$ cat src/rtl/regfile_pkg.sv
// Shared types and constants for the multi-port register file.
package regfile_pkg;

  typedef enum logic {ST_CLEAR, ST_RUN} st_e;

  localparam int DEF_DATA_W   = 32;
  localparam int DEF_NREGS    = 32;
  localparam int DEF_NRD      = 3;
  localparam int DEF_NWR      = 2;
  localparam int DEF_ZERO_REG = 1;
  localparam int DEF_BYPASS   = 1;

  // Address width for a given entry count; at least one bit.
  function automatic int calc_aw(input int nregs);
    return (nregs < 2) ? 1 : $clog2(nregs);
  endfunction

endpackage

$ cat src/rtl/regfile_bypass.sv
// One read port: stored word, optionally overridden by same-cycle write data,
// with the zero-register override and forced-zero output while clearing.
module regfile_bypass
  import regfile_pkg::*;
#(
  parameter int DATA_W   = DEF_DATA_W,
  parameter int AW       = 5,
  parameter int NWR      = DEF_NWR,
  parameter int ZERO_REG = DEF_ZERO_REG,
  parameter int BYPASS   = DEF_BYPASS
) (
  input  logic [AW-1:0]         raddr,
  input  logic [DATA_W-1:0]     stored,
  input  logic                  run,
  input  logic [NWR-1:0]        we,
  input  logic [NWR*AW-1:0]     waddr,
  input  logic [NWR*DATA_W-1:0] wdata,
  output logic [DATA_W-1:0]     rdata
);

  always_comb begin
    rdata = stored;
    if (BYPASS != 0) begin
      // Ascending scan: the highest matching write port is assigned last.
      for (int j = 0; j < NWR; j++) begin
        if (we[j] && (waddr[j*AW +: AW] == raddr)) rdata = wdata[j*DATA_W +: DATA_W];
      end
    end
    if ((ZERO_REG != 0) && (raddr == '0)) rdata = '0;
    if (!run) rdata = '0;
  end

endmodule

$ cat src/rtl/regfile_mp.sv
// Multi-port register file with highest-port-wins writes, zero register,
// write-to-read bypass and a sequential one-entry-per-cycle hardware clear.
module regfile_mp
  import regfile_pkg::*;
#(
  parameter int DATA_W   = DEF_DATA_W,
  parameter int NREGS    = DEF_NREGS,
  parameter int NRD      = DEF_NRD,
  parameter int NWR      = DEF_NWR,
  parameter int ZERO_REG = DEF_ZERO_REG,
  parameter int BYPASS   = DEF_BYPASS,
  localparam int AW      = calc_aw(NREGS)
) (
  input  logic                  CLK,
  input  logic                  RSTN,
  input  logic [NRD*AW-1:0]     raddr,
  output logic [NRD*DATA_W-1:0] rdata,
  input  logic [NWR-1:0]        we,
  input  logic [NWR*AW-1:0]     waddr,
  input  logic [NWR*DATA_W-1:0] wdata,
  input  logic                  clr_req,
  output logic                  ready,
  output st_e                   dbg_state
);

  // Handshake: there is none beyond ready. Writes are honoured only on edges
  // where ready=1 and clr_req=0; while ready=0 all writes are dropped and
  // every read port returns 0.

  st_e             state_q, state_d;
  logic [AW-1:0]   clr_cnt_q, clr_cnt_d;
  logic [DATA_W-1:0] mem [NREGS];

  always_ff @(posedge CLK or negedge RSTN) begin
    if (!RSTN) begin
      state_q   <= ST_CLEAR;
      clr_cnt_q <= '0;
    end else begin
      state_q   <= state_d;
      clr_cnt_q <= clr_cnt_d;
    end
  end

  always_comb begin
    state_d   = state_q;
    clr_cnt_d = clr_cnt_q;
    case (state_q)
      ST_CLEAR: begin
        clr_cnt_d = clr_cnt_q + AW'(1);
        if (clr_cnt_q == AW'(NREGS - 1)) begin
          state_d   = ST_RUN;
          clr_cnt_d = '0;
        end
      end
      ST_RUN: begin
        if (clr_req) begin
          state_d   = ST_CLEAR;
          clr_cnt_d = '0;
        end
      end
      default: begin
        state_d   = ST_CLEAR;
        clr_cnt_d = '0;
      end
    endcase
  end

  // Storage has no reset; the clear sequence defines its contents.
  always_ff @(posedge CLK) begin
    if (state_q == ST_CLEAR) begin
      mem[clr_cnt_q] <= '0;
    end else if (!clr_req) begin
      for (int j = 0; j < NWR; j++) begin
        if (we[j] && !((ZERO_REG != 0) && (waddr[j*AW +: AW] == '0)))
          mem[waddr[j*AW +: AW]] <= wdata[j*DATA_W +: DATA_W];
      end
    end
  end

  assign ready     = (state_q == ST_RUN);
  assign dbg_state = state_q;

  for (genvar i = 0; i < NRD; i++) begin : g_rd
    regfile_bypass #(
      .DATA_W  (DATA_W),
      .AW      (AW),
      .NWR     (NWR),
      .ZERO_REG(ZERO_REG),
      .BYPASS  (BYPASS)
    ) u_byp (
      .raddr (raddr[i*AW +: AW]),
      .stored(mem[raddr[i*AW +: AW]]),
      .run   (ready),
      .we    (we),
      .waddr (waddr),
      .wdata (wdata),
      .rdata (rdata[i*DATA_W +: DATA_W])
    );
  end

endmodule

$ cat config.mk
export PLATFORM = sky130hd
export DESIGN_NAME = regfile_mp
export DESIGN_NICKNAME = d
export VERILOG_FILES = /design/src/rtl/regfile_pkg.sv /design/src/rtl/regfile_bypass.sv /design/src/rtl/regfile_mp.sv
export SDC_FILE = /design/constraint.sdc
export NUM_CORES = 2
export LEC_CHECK = 0
export CAP_MARGIN = 20
export CORE_MARGIN = 2
export CORE_UTILIZATION = 40
export CTS_CLUSTER_DIAMETER = 80
export CTS_CLUSTER_SIZE = 12
export DETAILED_ROUTE_END_ITERATION = 10
export PLACE_DENSITY = 0.61
export SLEW_MARGIN = 20
export SYNTH_ARGS = -nofsm -noshare
export SYNTH_HDL_FRONTEND = slang
export SYNTH_SLANG_ARGS = --single-unit
$ cat constraint.sdc
create_clock -name CLK -period 7.6 [get_ports CLK]
set_clock_uncertainty 0.15 [all_clocks]
set_input_delay 1.52 -clock CLK [delete_from_list [all_inputs] [get_ports CLK]]
set_output_delay 1.52 -clock CLK [all_outputs]
set_load 0.005 [all_outputs]
Word level (Yosys, flattened, before mapping)

Memories as Yosys holds them, arrays and structs flattened.
Cells that the tools add are included.

Register bits after elaboration: 6
Memory bits (writable): 1024
Input bits: 94
Output and inout port bits: 98
Logic and storage cells: 59
Memories: 1

Memories:

| name | words | width | rd ports | clocked after Yosys merged registers in | write ports | RTL line         | text |
|---|---|---|---|---|---|---|---|
| mem  | 32    | 32    | 3        | 0                                       | 2           | regfile_mp.sv:32 | `logic [DATA_W-1:0] mem [NREGS];` |

Add/sub/neg operators: 1
Equal/unequal tests: 8
Mux-type cells: 30
Bitwise logic cells: 1
Reductions and logical operators: 16

Operator list:

| cell                                                           | number |
|---|---|
| 32-bit 2-to-1 mux                                              | 13 |
| 32-bit OR reduction                                            | 1 |
| 5-bit equality test                                            | 6 |
| 5-bit zero test                                                | 5 |
| 5-bit 2-to-1 mux                                               | 3 |
| 1-bit 2-to-1 mux                                               | 12 |
| 5-bit one-hot mux with 2 select lines                          | 1 |
| 1-bit logical AND                                              | 8 |
| 5-bit by 1-bit adder with 5-bit output (second input constant) | 1 |
| 5-bit equality test (second input constant)                    | 1 |
| 1-bit zero test                                                | 2 |
| 2-bit inequality test (second input constant)                  | 1 |
| 1-bit one-hot mux with 2 select lines                          | 1 |
| 1-bit inverter                                                 | 1 |

Depth between registers and ports, before layout

Depth after elaboration: 9
Mapped depth: 10
Mapped depth without buffers: 5

Modules after synthesis

Synthesis repeated with hierarchy kept, for this count alone.

Cell total of the unflattened synthesis: 7396
Area total of the unflattened synthesis: 72877.4 sq um

Modules (own cells, without submodules):

| module         | times used | cells each | area each (sq um) | sequential area each (sq um) |
|---|---|---|---|---|
| regfile_mp     | 1          | 6868       | 68834.8           | 30899.6 |
| regfile_bypass | 3          | 176        | 1347.5            | 0.0 |

Worst setup path before layout

No wires, ideal clock.

Path type: in2reg
Start: input waddr[1]
End: memory mem[6][0] in the netlist's numbering (enable)
Library setup time: 433 ps
Arrival time: 4557 ps
Data required time: 7017 ps
Setup slack: 2460 ps
Stages on the path: 8
Buffers on the path: 3
Cells stage by stage: buf_2 nor3_1 a21oi_2 buf_4 buf_6 mux2i_1 a32oi_2 o22ai_1

RTL lines:

| element         | RTL line         | text |
|---|---|---|
| start, declared | regfile_mp.sv:19 | `input logic [NWR*AW-1:0] waddr,` |
| end, declared   | regfile_mp.sv:32 |  |

Worst setup path after layout

Start: input raddr[4]
End: output rdata[2]

Cells in the longest elaborated chain, start to end: 6
Elaborated cells on any way between the ends: 10
Classes of those cells: eq/ne: 2; mux: 4; reduce/logical: 3; memory: 1

Ends and longest elaborated chain:

| element                                                                    | RTL line             | text |
|---|---|---|
| start, declared                                                            | regfile_mp.sv:16     | `input logic [NRD*AW-1:0] raddr,` |
| parallel branches: the longest is 4 deep, another holds memory 32 x 32 bit | n/a                  |  |
| 32-bit 2-to-1 mux *                                                        | regfile_bypass.sv:29 | `if ((ZERO_REG != 0) && (raddr == '0)) rdata = '0;` |
| 32-bit 2-to-1 mux *                                                        | regfile_bypass.sv:30 | `if (!run) rdata = '0;` |
| end, declared                                                              | regfile_mp.sv:17     | `output logic [NRD*DATA_W-1:0] rdata,` |

Every way passes the cells marked *.

==> run_results.csv <==
group,metric,value,unit
synthesis,synth_ff_type,"edfxtp_1",
synthesis,synthDistinctLibCells,63,
global_route,met2_usage,48.38,%
clock_tree,cts_tree,"done",
power_and_ir_drop,power_density,219.0,nW/µm²
detailed_routing,routed_wl,281500,µm
synthesis,synth_top_family_by_area,"multiplexers",
global_route,grt_max_degree,70,
synthesis,synth_area,67890,µm²
synthesis,ys_ff_latch,1030,
clock_tree,clock_path_buffers,3,
critical_path,end_kind,"primary output",
global_route,grt_use_total,32.04,%
power_and_ir_drop,power_switching,5267,µW
synthesis,async_reset_ff_share,0.5825,%
final_layout,nets,5433,
clock_tree,htree_levels,3,
critical_path,crit_arrival,5.67,ns
synthesis,synth_area_per_cell,12.16,µm²
final_layout,seqCellArea,30900,µm²
clock_tree,clk_pin_slew_worst_paths,0.05,ns
worst_hold_path,hold_path.class,"reg2reg",
critical_path,required,5.93,ns
detailed_routing,vias,53420,
floorplanning,die_h,416.0,µm
clock_tree,hold_buffers,0,
critical_path,path_max_fanout,33,
synthesis,synth_top_cell_by_area,"edfxtp_1",
floorplanning,die_area,173000,µm²
sta,max-slew-margin-rel,11.83,%
power_and_ir_drop,intPower,11120,µW
synthesis,synth_xor_area_share,0.4128,%
power_and_ir_drop,p_sw_share,32.15,%
floorplanning,rows,151,
detailed_routing,first_pass_iters,8,
clock_tree,clkLatencyLatePin,0.73,ns
global_route,antenna_found_initial,7,
critical_path,r2r-start,"dbg_state",
floorplanning,initial_core_util,40.19,%
synthesis,synthAdderAreaFrac,0.03686,%
clock_tree,cts_root_buffer,"clkbuf_16",
floorplanning,die_width,416.0,µm
detailed_routing,wl_per_cell,37.15,µm
clock_tree,cts_made_buffers,97,
final_layout,multi_input_area,34280,µm²
sta,finalCritPeriodShare,96.57,%
critical_path,crit_path_start,"raddr[4]",
worst_hold_path,hp-start,"clr_cnt_q[0]",
final_layout,area_growth_syn_to_layout,10.22,%
synthesis,synth_edf_count,1024,
clock_tree,cts_resized,0,
synthesis,synth.area.mux_share,28.52,%
detailed_routing,drt-initial-drc-count,8891,
critical_path,cp-start-kind,"input port",
flow_run,drv_cap,0,
run_status,status,"complete, no violations",
placed_design,hpwl,162100,µm
synthesis,synth_area_leaders,"edfxtp_1 45%, mux4_2 25%, o21ai_0 7.9%",
synthesis,syn_inst,5585,
global_route,grt_util_met3,9.084,%
power_and_ir_drop,ir_worst_vdd,0.2098,mV
critical_path,crit_type,"in2out",
sta,rsz0062_at_grt,"no",
global_route,grt_pass1_vias,51000,
final_layout,n_fill_cell,14980,
final_layout,drive_above_1_share,23.98,%
power_and_ir_drop,seq_power_share,46.0,%
power_and_ir_drop,p_comb_share,26.1,%
clock_tree,postCtsSetupRepairBufs,0,
sta,max_freq,0.1363,GHz
synthesis,synth_top_area_share,45.29,%
power_and_ir_drop,leakage,0.02278,µW
power_and_ir_drop,p_clk_share,27.9,%
global_route,globalRouteMet1Util,39.32,%
placed_design,place_congestion,0.9204,
clock_tree,clock-sinks,1030,
final_layout,instances_no_fill,7576,
global_route,busiest_layer,"met2",
placed_design,dp.cells,7455,
synthesis,yosysWarnings,0,
final_layout,final_util,44.30,%
sta,slew_viol_final,0,
sta,fin_crit,7.339,ns
synthesis,syn_nets,5681,
sta,tightestPinTransition,1.310,ns
sta,setup_viol,0,
global_route,grt_pass1_wl,393400,µm
sta,finalHoldViolCount,0,
floorplanning,fp.coreArea,168900,µm²
floorplanning,pin_count,192,
detailed_routing,viasPerCell,7.051,
synthesis,synth-seq-area-share,45.51,%
synthesis,synth_compound_area_share,13.09,%
placed_design,port-buffer-count,191,
detailed_routing,drc_errors,0,
synthesis,synthSimpleGateAreaFrac,7.398,%
sta,tns,0,ns
detailed_routing,ant_nets,0,
global_route,grt.overflow.total,0,
-- sequential cells by signal (all words and copies together) (netlist names) --
signal / count
clr_cnt_q: 5
dbg_state: 1
mem: 1024
-- per-stage QoR --
step | power [µW] | setup slack [ns] | hold WS (ns) | cell area (µm²)
6_report | 16390 | 0.2606 | 0.4636 | 74830
5_1_grt | 16680 | 0.2969 | 0.5021 | 74820
4_1_cts | 16210 | 0.5960 | 0.4630 | 74780
3_5_place_dp | 11770 | 0.5925 | 0.4440 | 72180
3_3_place_gp | 11700 | 0.6067 | 0.4382 | 72180
2_1_floorplan | 9647 | 2.460 | 0.3976 | 67890
-- final cells by class --
| class | count | share of cell area [%] |
|---|---|---|
| multi-input cells | 3762 | 45.81 |
| flip-flops and latches | 1030 | 41.29 |
| repair buffers | 410 | 5.504 |
| well taps | 2218 | 3.709 |
| clock buffers | 104 | 3.336 |
| inverters | 36 | 0.1806 |
| clock inverters | 9 | 0.1404 |
| diodes | 7 | 0.02341 |
-- power by group through the flow --
| stage | logic, µW | clock network, µW | registers, µW |
|---|---|---|---|
| 3_3_place_gp | 4120 | 0 | 7590 |
| 2_1_floorplan | 2280 | 0 | 7370 |
| 5_1_grt | 4320 | 4750 | 7620 |
| 4_1_cts | 4140 | 4550 | 7530 |
| 6_report | 4280 | 4570 | 7540 |
| 3_5_place_dp | 4130 | 0 | 7640 |
-- path summary, 6_finish.rpt --
kind	end	slack, ns	depth (start not counted)
max	rdata[2]	0.26	9
min	clr_cnt_q[0]	0.46	1
max reg2reg	mem[0][18]	3.25	6
min reg2reg	clr_cnt_q[0]	0.46	1
max in group asynchronous	clr_cnt_q[0]	6.18	1
min in group asynchronous	dbg_state	0.88	1
-- synth_stat cells, drive strengths merged, types with 11 or more instances --
master,instances
mux4,767
o21bai,25
o2bb2ai,32
inv,36
xnor2,11
xor2,21
a22oi,124
mux2i,133
mux2,67
nand2,1075
buf,221
nor2,20
and3,35
a221o,32
nor4,43
a32o,62
nor3,21
o22ai,134
clkbuf,536
edfxtp,1024
o21ai,1088
-- metal layers --
layer / up-vias / share of wire (%)
met2: 4540 / 45
met4: 2 / 8.8
li1: 21300 / -
met1: 26350 / 33
met5: - / 0.0032
met3: 1232 / 14
-- critical path, cell delays in order --
cell and delay (ns):
buf_4 0.71, xor2_1 0.16, nor4_2 0.69, a21oi_4 0.39, buf_12 0.31, a32o_1 0.24, o21ai_0 0.84, buf_4 0.24
clkdlybuf4s50_1 0.50
-- logic make-up (layout without fill, tap and decap cells) --
family	Yosys count	in the layout
XOR/XNOR	32	32
AND/OR/NAND/NOR	1236	1236
adder cells (fa/ha/maj)	2	2
multiplexers	967	967
other	0	7
buffers and inverters	793	559
AO/OA/AOI/OAI	1525	1525
flip-flops	1030	1030
-- placed cells by master, fill, tap and decap left out, drive strengths merged, types with 35 or more instances in the layout --
cell | Yosys | routed
mux2 | 67 | 67
buf | 221 | 236
and3 | 35 | 35
edfxtp | 1024 | 1024
o22ai | 134 | 134
o21ai | 1088 | 1088
inv | 36 | 41
a22oi | 124 | 124
a32o | 62 | 62
clkbuf | 536 | 104
nand2 | 1075 | 1075
mux2i | 133 | 133
nor4 | 43 | 43
mux4 | 767 | 767
clkdlybuf4s50 | 0 | 174
Power figures use the tool's default switching activity.
